### src/rtl/pipe_scheduler.sv
// pipe_scheduler: scroll, respawn and collision sequencer for the pipe-gap
// datapath. Owns the gaps word drawn by the view, scrolls pipes leftward on
// a divided tick, recycles off-screen pipes with LFSR-derived gap bounds,
// counts passed pipes and flags bird/pipe or ground/ceiling collisions.
//
// state | meaning
// IDLE  | reset layout shown, divider held, waiting for scene==playing
// RUN   | divider counting, pipes scroll on tick, collision checked
// HALT  | collision seen, gaps/score frozen, collide held high
module pipe_scheduler #(
  parameter int SCROLL_DIV   = 10,
  parameter int GAP_H        = 10,
  parameter int PIPE_SPACING = 20
) (
  input  logic        clk,
  input  logic        rst,
  input  logic [7:0]  n_row,
  input  logic [7:0]  n_col,
  input  logic [1:0]  scene,
  input  logic [7:0]  altitude,
  output logic [71:0] gaps,
  output logic [7:0]  score,
  output logic        score_pulse,
  output logic        collide
);

  localparam int DIV_W = (SCROLL_DIV > 1) ? $clog2(SCROLL_DIV) : 1;
  localparam logic [DIV_W-1:0] DIV_LAST = DIV_W'(SCROLL_DIV - 1);
  localparam logic [7:0] RESPAWN_POS = 8'(3 * PIPE_SPACING - 1);
  localparam logic [7:0] GAP_H_W = 8'(GAP_H);
  localparam logic [71:0] LAYOUT = {8'd20, 8'd30, 8'd20,
                                    8'd40, 8'd25, 8'd15,
                                    8'd60, 8'd35, 8'd25};

  typedef enum logic [1:0] {
    IDLE = 2'd0,
    RUN  = 2'd1,
    HALT = 2'd2
  } state_e;

  state_e           state_q, state_d;
  logic [DIV_W-1:0] div_q, div_d;
  logic [7:0]       lfsr_q, lfsr_d;
  logic [71:0]      gaps_q, gaps_d;
  logic [7:0]       score_q, score_d;
  logic             score_pulse_q, score_pulse_d;
  logic             collide_q, collide_d;

  logic [7:0]       bird_row;
  logic             collision;
  logic             tick;
  logic             slot_at_one;
  logic [7:0]       new_min;

  // n_col is part of the scene interface but pipes never depend on width
  logic unused_n_col;
  assign unused_n_col = ^n_col;

  // Collision against ground, ceiling, and any pipe within the bird columns
  always_comb begin
    bird_row  = n_row - altitude;
    collision = (altitude == 8'd0) || (altitude >= n_row);
    for (int i = 0; i < 3; i++) begin
      if ((gaps_q[24*i+16 +: 8] <= 8'd8) &&
          ((bird_row <= gaps_q[24*i +: 8]) || (bird_row >= gaps_q[24*i+8 +: 8]))) begin
        collision = 1'b1;
      end
    end
  end

  // Next-state logic: FSM, divider, scroll/respawn, score and collide flag
  always_comb begin
    state_d       = state_q;
    div_d         = div_q;
    gaps_d        = gaps_q;
    score_d       = score_q;
    score_pulse_d = 1'b0;
    collide_d     = collide_q;
    lfsr_d        = {lfsr_q[6:0], lfsr_q[7] ^ lfsr_q[5] ^ lfsr_q[4] ^ lfsr_q[3]};
    tick          = (div_q == DIV_LAST);
    slot_at_one   = 1'b0;
    new_min       = 8'd2 + {4'd0, lfsr_q[3:0]};

    case (state_q)
      IDLE: begin
        div_d = '0;
        if (scene == 2'd1) begin
          state_d = RUN;
        end
      end
      RUN: begin
        if (scene == 2'd0) begin
          state_d   = IDLE;
          div_d     = '0;
          gaps_d    = LAYOUT;
          score_d   = 8'd0;
          collide_d = 1'b0;
        end else if (collision) begin
          // collision beats a coincident tick: nothing scrolls on this edge
          state_d   = HALT;
          div_d     = '0;
          collide_d = 1'b1;
        end else begin
          div_d = tick ? '0 : div_q + 1'b1;
          if (tick) begin
            for (int i = 0; i < 3; i++) begin
              if (gaps_q[24*i+16 +: 8] == 8'd0) begin
                gaps_d[24*i+16 +: 8] = RESPAWN_POS;
                gaps_d[24*i+8 +: 8]  = new_min + GAP_H_W;
                gaps_d[24*i +: 8]    = new_min;
              end else begin
                gaps_d[24*i+16 +: 8] = gaps_q[24*i+16 +: 8] - 8'd1;
              end
              if (gaps_q[24*i+16 +: 8] == 8'd1) begin
                slot_at_one = 1'b1;
              end
            end
            if (slot_at_one) begin
              score_d       = (score_q == 8'd255) ? 8'd255 : score_q + 8'd1;
              score_pulse_d = 1'b1;
            end
          end
        end
      end
      HALT: begin
        div_d = '0;
        if (scene == 2'd0) begin
          state_d   = IDLE;
          gaps_d    = LAYOUT;
          score_d   = 8'd0;
          collide_d = 1'b0;
        end
      end
      default: begin
        state_d   = IDLE;
        div_d     = '0;
        gaps_d    = LAYOUT;
        score_d   = 8'd0;
        collide_d = 1'b0;
      end
    endcase
  end

  // State and registered outputs, asynchronously reset
  always_ff @(posedge clk or posedge rst) begin
    if (rst) begin
      state_q       <= IDLE;
      div_q         <= '0;
      lfsr_q        <= 8'hA5;
      gaps_q        <= LAYOUT;
      score_q       <= 8'd0;
      score_pulse_q <= 1'b0;
      collide_q     <= 1'b0;
    end else begin
      state_q       <= state_d;
      div_q         <= div_d;
      lfsr_q        <= lfsr_d;
      gaps_q        <= gaps_d;
      score_q       <= score_d;
      score_pulse_q <= score_pulse_d;
      collide_q     <= collide_d;
    end
  end

  assign gaps        = gaps_q;
  assign score       = score_q;
  assign score_pulse = score_pulse_q;
  assign collide     = collide_q;

endmodule
### config.mk
export PLATFORM = sky130hd
export DESIGN_NAME = pipe_scheduler
export DESIGN_NICKNAME = d
export VERILOG_FILES = /design/src/rtl/pipe_scheduler.sv
export SDC_FILE = /design/constraint.sdc
export NUM_CORES = 1
export LEC_CHECK = 0
export CAP_MARGIN = 0
export CORE_MARGIN = 2
export CORE_UTILIZATION = 35
export CTS_CLUSTER_SIZE = 30
export DETAILED_ROUTE_END_ITERATION = 12
export SETUP_SLACK_MARGIN = 0.1
export SLEW_MARGIN = 20
export SYNTH_ARGS = -nofsm -noshare
export SYNTH_HDL_FRONTEND = slang
export SYNTH_SLANG_ARGS = --single-unit
export TNS_END_PERCENT = 5
### constraint.sdc
create_clock -name clk -period 5.5 [get_ports clk]
set_input_delay 0.55 -clock clk [delete_from_list [all_inputs] [get_ports clk]]
set_output_delay 0.55 -clock clk [all_outputs]
set_load 0.1 [all_outputs]
# Word level (Yosys, flattened, before mapping)
# Cells that the tools add are included.
# W data, S select, Z words.
[totals]
ff_bits = 96
in_bits = 28
out_inout_bits = 82
word_cells = 115
[classes]
addsub = 8
magnitude_cmp = 10
n_eq_ne = 17
mux = 46
bitwise = 4
reduce_logical = 20
[op_table]
columns = ["op", "count"]
rows = [
  ["$mux W72", 4],
  ["$pmux W72 S3", 1],
  ["$mux W8", 9],
  ["$mux W16", 3],
  ["$ge A8 B8 Y1", 4],
  ["$logic_not A8 Y1", 4],
  ["$eq A8 B1 Y1 const B", 3],
  ["$le A8 B4 Y1 const B", 3],
  ["$le A8 B8 Y1", 3],
  ["$pmux W8 S3", 1],
  ["$sub A8 B1 Y8 const B", 3],
  ["$ne A3 B3 Y1 const B", 7],
  ["$reduce_and A5 Y1", 4],
  ["$mux W1", 18],
  ["$mux W4", 4],
  ["$add A8 B1 Y8 const B", 1],
  ["$eq A8 B8 Y1 const B", 1],
  ["$mux W2", 4],
  ["$sub A8 B8 Y8", 1],
  ["$add A5 B4 Y6 const B", 1],
  ["$pmux W2 S3", 1],
  ["$reduce_and A3 Y1", 2],
  ["$add A2 B4 Y5 const A", 1],
  ["$add A4 B1 Y4 const B", 1],
  ["11 further kinds", 21],
]

# Longest topological paths before layout
[logic_depth]
word_depth = 15
mapped_depth = 18
depth_no_buf = 16

# Worst setup path before layout
# Ideal clock, no wire load.
[synth_path]
path_type = "input to register"
from = "in altitude[4]"
to = "reg gaps_q[1], in the netlist gaps[1]"
setup_ps = 128
t_arrival_ps = 3945
required_ps = 5372
setup_slack_ps = 1427
cell_stages = 14
n_path_buf = 0
cell_sequence = "inv_1 -> ha_1 -> nor2b_2 -> a2111o_1 -> a311oi_4 -> inv_1 -> ha_1 -> a211oi_1 -> o21ai_0 -> a211oi_4 -> o2111ai_4 -> o21ai_4 -> nand2_2 -> mux2_1"
[synth_between]
elab_chain_len = 9
elab_cells_between_ends = 21
classes_between = "add/sub (1); order compare (7); eq/ne (1); mux (3); reduce/logical (9)"
[synth_lines]
columns = ["item", "line_no", "text"]
rows = [
  ["start, declared", "20", "input logic [7:0] altitude,"],
  ["$sub A8 B8 Y8", "61", "bird_row = n_row - altitude;"],
  ["$le A8 B8 Y1 / $ge A8 B8 Y1 (equally long branches)", "65", "((bird_row <= gaps_q[24*i +: 8]) || (bird_row >= gaps_q[24*i+8 +: 8]))) begin"],
  ["$logic_or A1 B1 Y1", "65", ""],
  ["$logic_and A1 B1 Y1", "64", "if ((gaps_q[24*i+16 +: 8] <= 8'd8) &&"],
  ["$mux W1 (2 in series)", "64", ""],
  ["$mux W1 *", "64", ""],
  ["$ne A3 B3 Y1 (no source line) *", "--", ""],
  ["$reduce_and A5 Y1 (no source line) *", "--", ""],
  ["end signal, assigned", "158", "gaps_q <= gaps_d;"],
  ["end, declared", "44", "logic [71:0] gaps_q, gaps_d;"],
]
# Every way passes the cells marked *; elsewhere a longest branch is shown, timed or not.
# A chain may end at the register's enable or synchronous reset.

# Worst setup path after layout
# Same ends and word-level chain as after synthesis.

==> flow_summary.json <==
{
  "crit_fanout": 16,
  "synth.top_cells.by_area": "sky130_fd_sc_hd__dfrtp_1 23%, sky130_fd_sc_hd__dfstp_2 14%, sky130_fd_sc_hd__ha_1 12%",
  "cp_data_arrival_time_ns": 5.13,
  "worst_setup_path_start_kind": "input pin",
  "vdd_ir_drop_max_mv": 0.206,
  "groute.layer.met3.usage_pct": 3.52,
  "yosysWarnings": 0,
  "drive_above_1_share_pct": 12.3,
  "drt_drc_violations_left": 0,
  "totalNegativeSetupSlack_ns": 0,
  "final.min_clock_period_ns": 4.91,
  "share_of_async_settable_or_async_resettable_flops_after_synthesis_pct": 100,
  "grt_antenna_before_repair": 0,
  "post-synth-top-area-cell": "sky130_fd_sc_hd__dfrtp_1",
  "clock.fmax_mhz": 204,
  "critPathMaxStageDelay_ns": 0.47,
  "ys_dominant_reg_cell": "sky130_fd_sc_hd__dfrtp_1",
  "post_cts_resized": 0,
  "worst_hold_startpoint": "lfsr_q[6]",
  "critical_path_cell_sequence": "clkdlybuf4s50_1 > inv_1 > ha_1 > nor2b_2 > a2111o_1 > a311oi_4 > inv_1 > ha_1 > a211oi_1 > o21ai_0 > a211oi_4 > o2111ai_4 > o21ai_4 > nand2_2 > mux2_1",
  "slew_viol_final": 0,
  "n_fill_cell": 1464,
  "die_height_um": 127,
  "layout-area-overhead-vs-synth_pct": 25.1,
  "grt_busiest_layer": "met2",
  "grt_overflow_total": 0,
  "die_width_um": 127,
  "hpwl_um": 10700,
  "cts-root-buf": "sky130_fd_sc_hd__clkbuf_16",
  "tritoncts.num_buffers": 9,
  "finalWeightedCongestion": 0.865,
  "i_o_pin_total": 110,
  "place_inst": 840,
  "critPathRequiredTime_ns": 5.73,
  "routed_wl_um": 14000,
  "worst_hold_slack_ns": 0.362,
  "finalCritPeriodShare_pct": 89.2,
  "post_synth.cell_area_avg_um2": 9.28,
  "cts.sink_count": 78,
  "maximum_capacitance_violations": 0,
  "cp-end-kind": "flop",
  "hold_class": "flop to flop",
  "synth.distinct_cells": 78,
  "clk_transition_reported_paths_ns": 0.06,
  "drt-wirelength-per-cell_um": 16.3,
  "syn_inst": 572,
  "post_synth_instance_area_um2": 5310,
  "hold_viol": 0,
  "synth_largest_type_area_fraction_pct": 23.1,
  "tritoncts_clock_tree": "done",
  "worst_setup_path_startpoint": "altitude[4]",
  "final_cell_count_no_fill": 856,
  "total_iterations_of_the_first_detailed_routing_run": 4,
  "ys_seq_area_share_pct": 37.4,
  "site_rows": 45,
  "critPathSlowestCell": "sky130_fd_sc_hd__clkdlybuf4s50_1",
  "insertedDiodeCount": 0,
  "max_slew.worst_pin.slew_ns": 1.00,
  "vias": 4591,
  "rr_startpoint": "gaps[64]",
  "number_of_buffers_and_inverters_on_the_critical_path": 3,
  "first_global_vias": 4560,
  "grt_setup_unrepaired": "false",
  "postSynthRegisterBits": 78,
  "cpLargestDelayFamily": "compound AO/OA/AOI/OAI gates",
  "avgViaCountPerCell": 5.36,
  "fin_nets": 741,
  "cts.path.max_buffers": 2,
  "effective_utilization_at_floorplan_pct": 35.3,
  "placed_cell_area_um2": 6330,
  "max_slew_margin_pct": 33.1,
  "gr_layer_usage_met2_pct": 29.7,
  "grt_util_met1_pct": 24.3,
  "total_leakage_power_uw": 0.00286,
  "postCtsSetupRepairBufs": 0,
  "post-layout-total-power_uw": 2900,
  "dieArea_um2": 16200,
  "p_per_area_nw_per_um2": 437,
  "port-buffer-count": 86,
  "h-tree-depth": 3,
  "groute.usage.overall_pct": 18.0,
  "holdBufCountCts": 0,
  "postRouteAntennaNets": 0,
  "run_status": "finished, final reports clean",
  "worst_clock_skew_on_the_final_layout_ns": 0.00721,
  "worstSkewPairLatency_ns": 0.35,
  "finalSetupViolations": 0,
  "maximum_number_of_pins_on_one_net_before_global_route_repair": 79,
  "post-route-cell-area_um2": 6640,
  "coreArea_um2": 15000,
  "synth_enable_flop_cells": 0,
  "first_iter_violations": 256,
  "critical_path_class": "input pin to flop",
  "grt_first_pass_wirelength_um": 23200
}
[kinds of logic after synthesis]
family	after synthesis	synth area share (%)
other	1	0.0706
adders and majority gates	50	11.9
xor gates and xnor gates	14	2.31
buffers and inverters	86	7.75
muxes	9	1.74
DFF	78	37.4
and+or+nand+nor	184	18.3
AOI/OAI and AO/OA	150	20.5
[registers in the layout, summed over array words and instances, names as in the netlist]
signal,flops
lfsr_q,8
gaps,54
div_q,4
score_pulse,1
state_q,2
score,8
collide,1
[routing by layer]
metal | routed length, µm | share of wire, %
met4 | 202 | 1.4
met1 | 6410 | 46
met3 | 688 | 4.9
met2 | 6700 | 48
met5 | 0 | 0
[power by group]
part	internal, µW	leakage, µW	switching [µW]
Sequential	683	0.000980	86.0
Combinational	409	0.00174	1130
Clock	339	0.000145	256
Total	1430	0.00286	1470
[through the flow]
| stage | setup WS (ns) | util [%] |
|---|---|---|
| 6_report | 0.594 | 44.2 |
| 5_1_grt | 0.273 | 44.2 |
| 4_1_cts | 0.629 | 44.1 |
| 3_5_place_dp | 0.276 | 42.1 |
| 3_3_place_gp | 0.360 | 42.1 |
| 2_1_floorplan | 1.43 | - |
[cell usage in the layout (no fill, tap or decap), types with 5 or more instances in the layout]
cell,n
sky130_fd_sc_hd__o31ai_1,6
sky130_fd_sc_hd__o21ai_0,45
sky130_fd_sc_hd__a31oi_1,7
sky130_fd_sc_hd__inv_1,54
sky130_fd_sc_hd__a211oi_1,5
sky130_fd_sc_hd__clkdlybuf4s50_1,86
sky130_fd_sc_hd__nand2_1,37
sky130_fd_sc_hd__buf_4,10
sky130_fd_sc_hd__or3_1,6
sky130_fd_sc_hd__xor2_1,5
sky130_fd_sc_hd__dfstp_2,29
sky130_fd_sc_hd__nor2b_1,6
sky130_fd_sc_hd__conb_1,15
sky130_fd_sc_hd__nor4_1,13
sky130_fd_sc_hd__nand2b_1,10
sky130_fd_sc_hd__mux2i_1,7
sky130_fd_sc_hd__a21oi_1,33
sky130_fd_sc_hd__dfrtp_1,49
sky130_fd_sc_hd__ha_1,49
sky130_fd_sc_hd__nor3_1,16
sky130_fd_sc_hd__nand3_1,14
sky130_fd_sc_hd__a22o_1,6
sky130_fd_sc_hd__clkbuf_16,10
sky130_fd_sc_hd__and3_1,7
sky130_fd_sc_hd__nor2_1,43
sky130_fd_sc_hd__xnor2_1,9
sky130_fd_sc_hd__o22ai_1,5
[Yosys cell counts, drive strengths merged, types with 5 or more instances]
cell type / number
and3: 9
a21oi: 34
xnor2: 9
dfrtp: 49
o21ai: 51
a31oi: 7
nand3: 15
clkbuf: 7
o31ai: 6
buf: 24
or3: 6
a21o: 5
nor2b: 7
nand2: 39
ha: 49
dfstp: 29
nor3: 18
a211oi: 6
inv: 55
nor2: 44
xor2: 5
o22ai: 5
nand2b: 10
nor4: 13
a22o: 6
mux2i: 7
[final timing paths]
kind / to / cells past startpoint / slack (ns)
setup reg to reg: gaps[35] / 10 / 2.14
hold / removal: lfsr_q[7] / 0 / 0.36
min in group asynchronous: lfsr_q[6] / 3 / 0.69
max in group asynchronous: score[0] / 3 / 4.27
hold reg to reg: lfsr_q[7] / 0 / 0.36
setup / recovery: gaps[1] / 15 / 0.59
[cell type report]
type                       count  area [µm²]  area share (%)
timing repair buffer          97         947            14.3
inverter                      55         206            3.11
multi-input combinational    422        2960            44.6
tap                          188         235            3.54
clock inverter                 6        51.3           0.773
clock buffer                  10         250            3.77
sequential                    78        1990            29.9
No activity file was read; power rests on OpenSTA's default activity.
